File: src/rtl/mux8_sched_pkg.sv
// Shared types and constants for the mux8 round-robin scheduler.
package mux8_sched_pkg;

    localparam int unsigned N_CH  = 8;
    localparam int unsigned SEL_W = 3;

    typedef enum logic [1:0] {
        IDLE   = 2'd0,
        SELECT = 2'd1,
        HOLD   = 2'd2
    } state_t;

    function automatic logic [N_CH-1:0] onehot8(input logic [SEL_W-1:0] idx);
        logic [N_CH-1:0] v;
        v      = '0;
        v[idx] = 1'b1;
        return v;
    endfunction

endpackage

File: src/rtl/rr_pick8.sv
// Rotating-priority search: first unmasked request at or after i_ptr, wrapping mod 8.
module rr_pick8
    import mux8_sched_pkg::*;
(
    input  logic [N_CH-1:0]  i_req,
    input  logic [SEL_W-1:0] i_ptr,
    input  logic [N_CH-1:0]  i_mask,
    output logic             o_found,
    output logic [SEL_W-1:0] o_idx
);

    logic [N_CH-1:0]  w_elig;
    logic [SEL_W-1:0] w_cand;

    assign w_elig = i_req & ~i_mask;

    // Scan from the farthest offset down so the nearest hit is written last.
    always_comb begin
        o_found = 1'b0;
        o_idx   = '0;
        w_cand  = '0;
        for (int k = N_CH - 1; k >= 0; k--) begin
            w_cand = i_ptr + SEL_W'(k);
            if (w_elig[w_cand]) begin
                o_found = 1'b1;
                o_idx   = w_cand;
            end
        end
    end

endmodule

File: src/rtl/mux8_rr_sched.sv
// Round-robin scheduler driving mux8.sel and registering the mux output
// behind a valid/ready stage, with a one-cycle ack per served channel.
module mux8_rr_sched
    import mux8_sched_pkg::*;
#(
    parameter int unsigned DATA_W = 8
) (
    input  logic              i_clk,
    input  logic              i_rst,
    input  logic [N_CH-1:0]   i_req,
    output logic [N_CH-1:0]   o_ack,
    output logic [SEL_W-1:0]  o_sel,
    input  logic [DATA_W-1:0] i_mux_out,
    output logic [DATA_W-1:0] o_out_data,
    output logic              o_out_valid,
    input  logic              i_out_ready
);

    state_t            r_state;
    logic [SEL_W-1:0]  r_sel;
    logic [SEL_W-1:0]  r_ptr;
    logic [N_CH-1:0]   r_ack;
    logic [DATA_W-1:0] r_out_data;
    logic              r_out_valid;

    logic [SEL_W-1:0]  w_pick_ptr;
    logic [N_CH-1:0]   w_pick_mask;
    logic              w_found;
    logic [SEL_W-1:0]  w_grant;

    // In HOLD the search starts from the pointer value being committed this
    // edge, and skips the channel just served (its req may linger after ack).
    assign w_pick_ptr  = (r_state == HOLD) ? r_sel + SEL_W'(1) : r_ptr;
    assign w_pick_mask = (r_state == HOLD) ? onehot8(r_sel) : '0;

    rr_pick8 u_pick (
        .i_req   (i_req),
        .i_ptr   (w_pick_ptr),
        .i_mask  (w_pick_mask),
        .o_found (w_found),
        .o_idx   (w_grant)
    );

    always_ff @(posedge i_clk) begin
        if (i_rst) begin
            r_state     <= IDLE;
            r_sel       <= '0;
            r_ptr       <= '0;
            r_ack       <= '0;
            r_out_data  <= '0;
            r_out_valid <= 1'b0;
        end else begin
            r_ack <= '0;
            case (r_state)
                IDLE: begin
                    if (w_found) begin
                        r_sel   <= w_grant;
                        r_state <= SELECT;
                    end
                end
                SELECT: begin
                    r_out_data  <= i_mux_out;
                    r_out_valid <= 1'b1;
                    r_ack       <= onehot8(r_sel);
                    r_state     <= HOLD;
                end
                HOLD: begin
                    if (i_out_ready) begin
                        r_ptr       <= r_sel + SEL_W'(1);
                        r_out_valid <= 1'b0;
                        if (w_found) begin
                            r_sel   <= w_grant;
                            r_state <= SELECT;
                        end else begin
                            r_state <= IDLE;
                        end
                    end
                end
                default: r_state <= IDLE;
            endcase
        end
    end

    assign o_ack       = r_ack;
    assign o_sel       = r_sel;
    assign o_out_data  = r_out_data;
    assign o_out_valid = r_out_valid;

endmodule

File: config.mk
export PLATFORM = sky130hd
export DESIGN_NAME = mux8_rr_sched
export DESIGN_NICKNAME = d
export VERILOG_FILES = /design/src/rtl/mux8_sched_pkg.sv /design/src/rtl/rr_pick8.sv /design/src/rtl/mux8_rr_sched.sv
export SDC_FILE = /design/constraint.sdc
export NUM_CORES = 1
export LEC_CHECK = 0
export ABC_AREA = 1
export CORE_ASPECT_RATIO = 0.8
export CORE_MARGIN = 5
export CORE_UTILIZATION = 50
export DETAILED_ROUTE_END_ITERATION = 16
export PLACE_DENSITY = 0.8
export SLEW_MARGIN = 30
export SYNTH_ARGS = -nofsm -noshare
export SYNTH_HDL_FRONTEND = slang
export SYNTH_SLANG_ARGS = --single-unit
File: constraint.sdc
create_clock -name i_clk -period 2.9 [get_ports i_clk]
set_input_delay 0.435 -clock i_clk [delete_from_list [all_inputs] [get_ports i_clk]]
set_output_delay 0.435 -clock i_clk [all_outputs]
set_load 0.01 [all_outputs]
### After elaboration in Yosys (flattened, before gate mapping)

Cells that the tools add are included.

* register bits: 25
* bits of input ports: 19
* output and inout bits: 20

* add/sub/neg operators: 8
* magnitude comparators: 10
* equality and inequality tests: 4
* muxes and demuxes: 45
* bitwise gates (word level): 3
* reductions and logical operators: 9

Operator list (count)
* less-than comparator 3 x 4 -> 1 bit (second input constant): 9
* 2-to-1 mux 3 bit: 11
* binary-select mux 1 bit (select 3 bit): 8
* 2-to-1 mux 1 bit: 19
* adder 3 bit (second input constant): 4
* AND 8 bit: 1
* 2-to-1 mux 8 bit: 1
* NOT 8 bit: 1
* AND reduction 2 bit: 4
* adder 3 x 1 -> 3 bit (second input constant): 2
* adder 3 x 2 -> 3 bit (second input constant): 2
* case mux 2 bit (3 select lines): 1
* case mux 3 bit (2 select lines): 1
* 2-to-1 mux 2 bit: 2
* nonzero test 2 bit: 2
* demux 1 bit (select 3 bit): 1
* greater-or-equal comparator 3 x 1 -> 1 bit (second input constant): 1
* == test 2 x 1 -> 1 bit (second input constant): 1
* == test 2 bit (second input constant): 1
* logical NOT 2 bit: 1
* inequality test 2 x 1 -> 1 bit (second input constant): 1
* inequality test 2 bit (second input constant): 1
* case mux 1 bit (2 select lines): 1
* OR reduction 2 bit: 1
* other kinds (2): 2

### Longest topological paths before layout

* depth after elaboration: 20
* gate-level depth with buffers: 21
* depth with buffers taken out: 21

### Hierarchy

A second synthesis with hierarchy kept.

* cell total of the unflattened synthesis: 259
* area, all modules: 1739.2 um^2

By module, submodules not included
* mux8_rr_sched: times used 1, cells each 135, area each 999.7 um^2, seq. area each 500.5 um^2
* rr_pick8: times used 1, cells each 124, area each 739.5 um^2, seq. area each 0.0 um^2

### Worst setup path after synthesis

Ideal clock, no wire load.

* kind: reg-to-reg
* start point: register r_sel[0] (netlist: o_sel[0])
* end point: register r_sel[0] (netlist: o_sel[0])
* library setup time: 115 ps
* arrival: 2223 ps
* data required time: 2785 ps
* setup slack: 562 ps
* stages on the path, launching flop included: 17
* path through: dfxtp_1 ha_1 nand2_1 nand2_4 inv_4 ha_1 buf_2 inv_1 nand3_1 nand2_1 nand3_1 nor2_2 nand4_1 nand2_2 inv_2 o21ai_1 nor2_1

* cells in the longest elaborated chain, start to end: 20

Ends and longest elaborated chain
* start, declared: RTL line mux8_rr_sched.sv:20 `logic [SEL_W-1:0] r_sel;`
* start signal, assigned: RTL line mux8_rr_sched.sv:57 `r_sel <= w_grant;`
* start signal, assigned: RTL line mux8_rr_sched.sv:72 `r_sel <= w_grant;`
* less-than comparator 3 x 4 -> 1 bit (not written as such) or greater-or-equal comparator 3 x 1 -> 1 bit (tied branches): RTL line mux8_sched_pkg.sv:16 `v[idx] = 1'b1;`
* logical AND 1 bit (not written as such): RTL line mux8_sched_pkg.sv:16
* 2-to-1 mux 1 bit (not written as such): RTL line mux8_sched_pkg.sv:16
* demux 1 bit (select 3 bit): RTL line mux8_sched_pkg.sv:16
* 2-to-1 mux 8 bit: RTL line mux8_rr_sched.sv:34 `assign w_pick_mask = (r_state == HOLD) ? onehot8(r_sel) : '0;`
* NOT 8 bit: RTL line rr_pick8.sv:15 `assign w_elig = i_req & ~i_mask;`
* AND 8 bit: RTL line rr_pick8.sv:15
* binary-select mux 1 bit (select 3 bit): RTL line rr_pick8.sv:24 `if (w_elig[w_cand]) begin`
* 2-to-1 mux 1 bit (not written as such): RTL line rr_pick8.sv:24
* 2-to-1 mux 3 bit or 2-to-1 mux 1 bit (tied branches) (8 in series): RTL line rr_pick8.sv:24
* 2-to-1 mux 3 bit (*): RTL line mux8_rr_sched.sv:56, mux8_rr_sched.sv:71
* 2-to-1 mux 3 bit: RTL line mux8_rr_sched.sv:68 `if (i_out_ready) begin`
* case mux 3 bit (2 select lines) (*): RTL line mux8_rr_sched.sv:54 `case (r_state)`

Every way passes the cells marked *; elsewhere a longest branch is shown, timed or not. The select of a mux whose other input is x is not followed.
A chain may end at the register's enable or synchronous reset.

### Worst setup path in the final report

* start point: register r_state[0]
* end point: register r_sel[0] (netlist: o_sel[0])

* cells in the longest elaborated chain, start to end: 17

Ends and longest elaborated chain
* start, declared: RTL line mux8_rr_sched.sv:19 `state_t r_state;`
* start signal, assigned: RTL line mux8_rr_sched.sv:46 `r_state <= IDLE;`
* start signal, assigned: RTL line mux8_rr_sched.sv:58 `r_state <= SELECT;`
* start signal, assigned: RTL line mux8_rr_sched.sv:65 `r_state <= HOLD;`
* branches (longest 17 deep; another with adder 3 bit)

Several ways; the timed one is not identified. The select of a mux whose other input is x is not followed.

==> flow_summary.yaml <==
grt:
  wire_length_of_the_first_global_routing_pass_um: 7430
  first_global_vias: 1656
  antenna_found_initial: 0
  total_congestion_overflow_after_global_routing: 0
  largest_net_degree_at_the_start_of_global_routing: 15
  grt.total_usage: 0.194
min_path:
  hp-class: "reg -> reg"
  hp-start: "r_ptr[1]$_SDFFE_PP0P_"
  hold_path_depth: 2
  timing.hold.worst_endpoint: "r_ptr[1]$_SDFFE_PP0P_"
sta:
  worst-slew-pin-transition_ns: 0.570
  setup_tns_ns: 0
  max_slew_vio_count: 0
  maximum_clock_rate_mhz: 388
  rsz0062_at_grt: "no"
  min_period_over_period: 0.889
  period_needed_ns: 2.58
  skew_ns: 0.00317
  finalSetupViolCount: 0
  slew-limit-headroom: 0.619
  finalHoldViolCount: 0
critical_path:
  reg2reg_to: "o_sel[0]$_SDFFE_PP0P_"
  timing_worst_setup_path_type: "reg -> reg"
  critical_path.cell_chain: "inv_2 -> nand2_2 -> nand2_1 -> nand2_4 -> inv_4 -> ha_1 -> inv_1 -> nand3_1 -> nand3_1 -> nand2_1 -> nor2_2 -> nand4_1 -> nand2_2 -> inv_2 -> o21ai_1 -> nor2_1"
  critPathArrivalTime_ns: 2.74
  critPathSlowestCell: "sky130_fd_sc_hd__dfxtp_1"
  critical_path.max_stage_delay_ns: 0.41
  critical_path_peak_fanout: 10
  timing.critical_path.to_type: "flip-flop"
  worstSetupStartpointType: "flip-flop"
  critPathRequiredTime_ns: 3.06
  reg2reg_depth: 16
  rrSetupSlack_ns: 0.32
  rr_startpoint: "r_state[0]$_SDFFE_PP0P_"
place:
  placed_cells: 350
  placed_cell_area_mm2: 0.00212
  io_buffers: 38
  detailed_place_hpwl_um: 3630
  gpl_congestion: 0.967
synth:
  number_of_warnings_issued_by_yosys: 0
  yosysUniqueCellTypes: 29
  syn_avg_cell_area_um2: 6.27
  cell_taking_the_most_area_after_synthesis: "sky130_fd_sc_hd__dfxtp_1"
  mappedNetlistNets: 297
  ys_ff_latch: 25
  post-synth-top-area-fraction: 0.290
  async_flop_share: 0
  synth.cell_area_mm2: 0.00173
  dominantRegCellSynth: "sky130_fd_sc_hd__dfxtp_1"
  synth_edf_count: 0
  synthMostInstantiatedCell: "sky130_fd_sc_hd__nand2_1"
  yosysSeqAreaShare: 0.290
  post_synth_main_area_contributors: "sky130_fd_sc_hd__dfxtp_1 (29%), sky130_fd_sc_hd__nand3_1 (16%), sky130_fd_sc_hd__nand2_1 (14%)"
  synth.top_cells.by_count: "sky130_fd_sc_hd__nand2_1 (64), sky130_fd_sc_hd__nand3_1 (54), sky130_fd_sc_hd__nor2_1 (34)"
  synthesis.instances: 275
drt:
  routed_wire_length_per_instance_um: 12.8
  drt_drc_violations_left: 0
  initialDrtViolationCount: 163
  vias: 1879
  detail_route.first_pass.iterations: 4
  route.detailed.vias_per_inst: 5.31
  drtAntennaViolNets: 0
  wl_um: 4530
floorplan:
  die_area_mm2: 0.00473
  dieHeight_um: 62.5
  core_region_area_mm2: 0.00338
  placement_rows: 19
  initial_utilization: 0.511
  fp.dieW_um: 75.7
  num_io_pins: 39
clock_network:
  worst_setup_hold_path_clk_slew_ns: 0.08
  htreeDepth: 1
  cts_repair_resize_count: 0
  clkLatencyLatePin_ns: 0.26
  holdBufCountCts: 0
  clock_sink_count: 25
  clock_root_buffer: "sky130_fd_sc_hd__clkbuf_8"
  clock_tree_from_tritoncts: "yes"
  numCtsBuffers: 3
  cts_setup_buffers: 0
  cts_buffer_depth: 2
outcome:
  outcome: "completed"
final_layout:
  multi_input_comb_area_mm2: 0.00106
  nNetsFinal: 335
  n_fill_cell: 326
  finish.cell_count_without_fillers: 354
  design_area_mm2: 0.00217
  layout.area.seq_um2: 500
  post_route_cells_drive_above_1_share: 0.103
  synthToLayoutAreaGrowth_pct: 25.6
  diode_insertion_count_for_antenna_repair: 0
flow_run:
  max_cap_viol_count: 0
power_and_ir_drop:
  p_total_mw: 1.21
  max-vdd-ir-drop_uv: 372
  p_leak_nw: 0.988
  pd_cells_mw_per_mm2: 558
==> cells by family after synthesis <==
family / count (synthesis) / synth area share
buffers and inverters: 35 / 0.0964
adders and majority gates: 3 / 0.0218
and+or+nand+nor: 182 / 0.497
AOI/OAI and AO/OA: 28 / 0.0848
DFF: 25 / 0.290
xor gates and xnor gates: 2 / 0.0102
==> placed cells by master, fill, tap and decap left out <==
cell type,n
sky130_fd_sc_hd__a21oi_1,14
sky130_fd_sc_hd__a21oi_2,1
sky130_fd_sc_hd__buf_4,4
sky130_fd_sc_hd__clkbuf_1,1
sky130_fd_sc_hd__clkbuf_8,3
sky130_fd_sc_hd__clkdlybuf4s50_1,38
sky130_fd_sc_hd__dfxtp_1,25
sky130_fd_sc_hd__ha_1,3
sky130_fd_sc_hd__inv_1,20
sky130_fd_sc_hd__inv_2,5
sky130_fd_sc_hd__inv_4,1
sky130_fd_sc_hd__nand2_1,64
sky130_fd_sc_hd__nand2_2,8
sky130_fd_sc_hd__nand2_4,1
sky130_fd_sc_hd__nand3_1,54
sky130_fd_sc_hd__nand3_2,6
sky130_fd_sc_hd__nand4_1,3
sky130_fd_sc_hd__nor2_1,34
sky130_fd_sc_hd__nor2_2,1
sky130_fd_sc_hd__nor2_4,1
sky130_fd_sc_hd__nor3_1,3
sky130_fd_sc_hd__nor4_1,6
sky130_fd_sc_hd__o21ai_0,10
sky130_fd_sc_hd__o21ai_1,2
sky130_fd_sc_hd__o21bai_1,1
sky130_fd_sc_hd__or2_4,1
sky130_fd_sc_hd__xnor2_1,1
sky130_fd_sc_hd__xor2_1,1
==> worst max-delay path: cells and delay by family (launching register included) <==
kind | cells | cell delay (ns)
buf+inv | 4 | 0.39
flops | 1 | 0.41
fa+ha+maj | 1 | 0.39
compound gates | 1 | 0.13
simple gates | 10 | 1.14
==> how the worst max path moves through the flow <==
stage	from	endpoint	slack [ns]	cells after the start
after floorplan	o_sel[0]$_SDFFE_PP0P_	o_sel[0]$_SDFFE_PP0P_	0.56	16
after global placement	r_state[0]$_SDFFE_PP0P_	o_sel[2]$_SDFFE_PP0P_	0.45	16
after detailed placement	r_state[0]$_SDFFE_PP0P_	o_sel[0]$_SDFFE_PP0P_	0.39	16
after CTS	r_state[0]$_SDFFE_PP0P_	o_sel[0]$_SDFFE_PP0P_	0.35	16
after global routing	r_state[0]$_SDFFE_PP0P_	o_sel[0]$_SDFFE_PP0P_	0.09	16
final	r_state[0]$_SDFFE_PP0P_	o_sel[0]$_SDFFE_PP0P_	0.32	16
==> state kept, by name (all words and copies together) (netlist names) <==
signal	cells
r_ptr	3
o_sel	3
o_out_data	8
o_ack	8
o_out_valid	1
r_state	2
==> final cells by class <==
type / instances / share of cell area
clock buffer: 4 / 0.0208
tap: 42 / 0.0242
inverter: 26 / 0.0462
multi-input combinational: 215 / 0.488
sequential: 25 / 0.231
timing repair buffer: 42 / 0.189
==> where the power goes <==
group          switching [mW]  total [mW]  internal, mW
registers              0.0270       0.402         0.375
logic                   0.374       0.607         0.233
clock network           0.103       0.201        0.0981
total                   0.504        1.21         0.706
==> metal layers <==
| layer | GRT usage | vias up | part of all wire |
|---|---|---|---|
| li1 | - | 986 | - |
| met1 | 0.297 | 832 | 0.50 |
| met2 | 0.288 | 61 | 0.41 |
| met3 | 0.0418 | 0 | 0.083 |
| met4 | 0.0153 | 0 | 0 |
| met5 | 0 | - | 0 |
==> metrics by stage <==
step | utilization | hold WS [ns] | setup WS, ns
after global placement | 0.629 | 0.455 | 0.450
after floorplan | - | 0.439 | 0.562
after detailed placement | 0.629 | 0.468 | 0.385
after global routing | 0.642 | 0.524 | 0.0904
after CTS | 0.642 | 0.480 | 0.354
final | 0.642 | 0.480 | 0.323
Power figures use the tool's default switching activity.
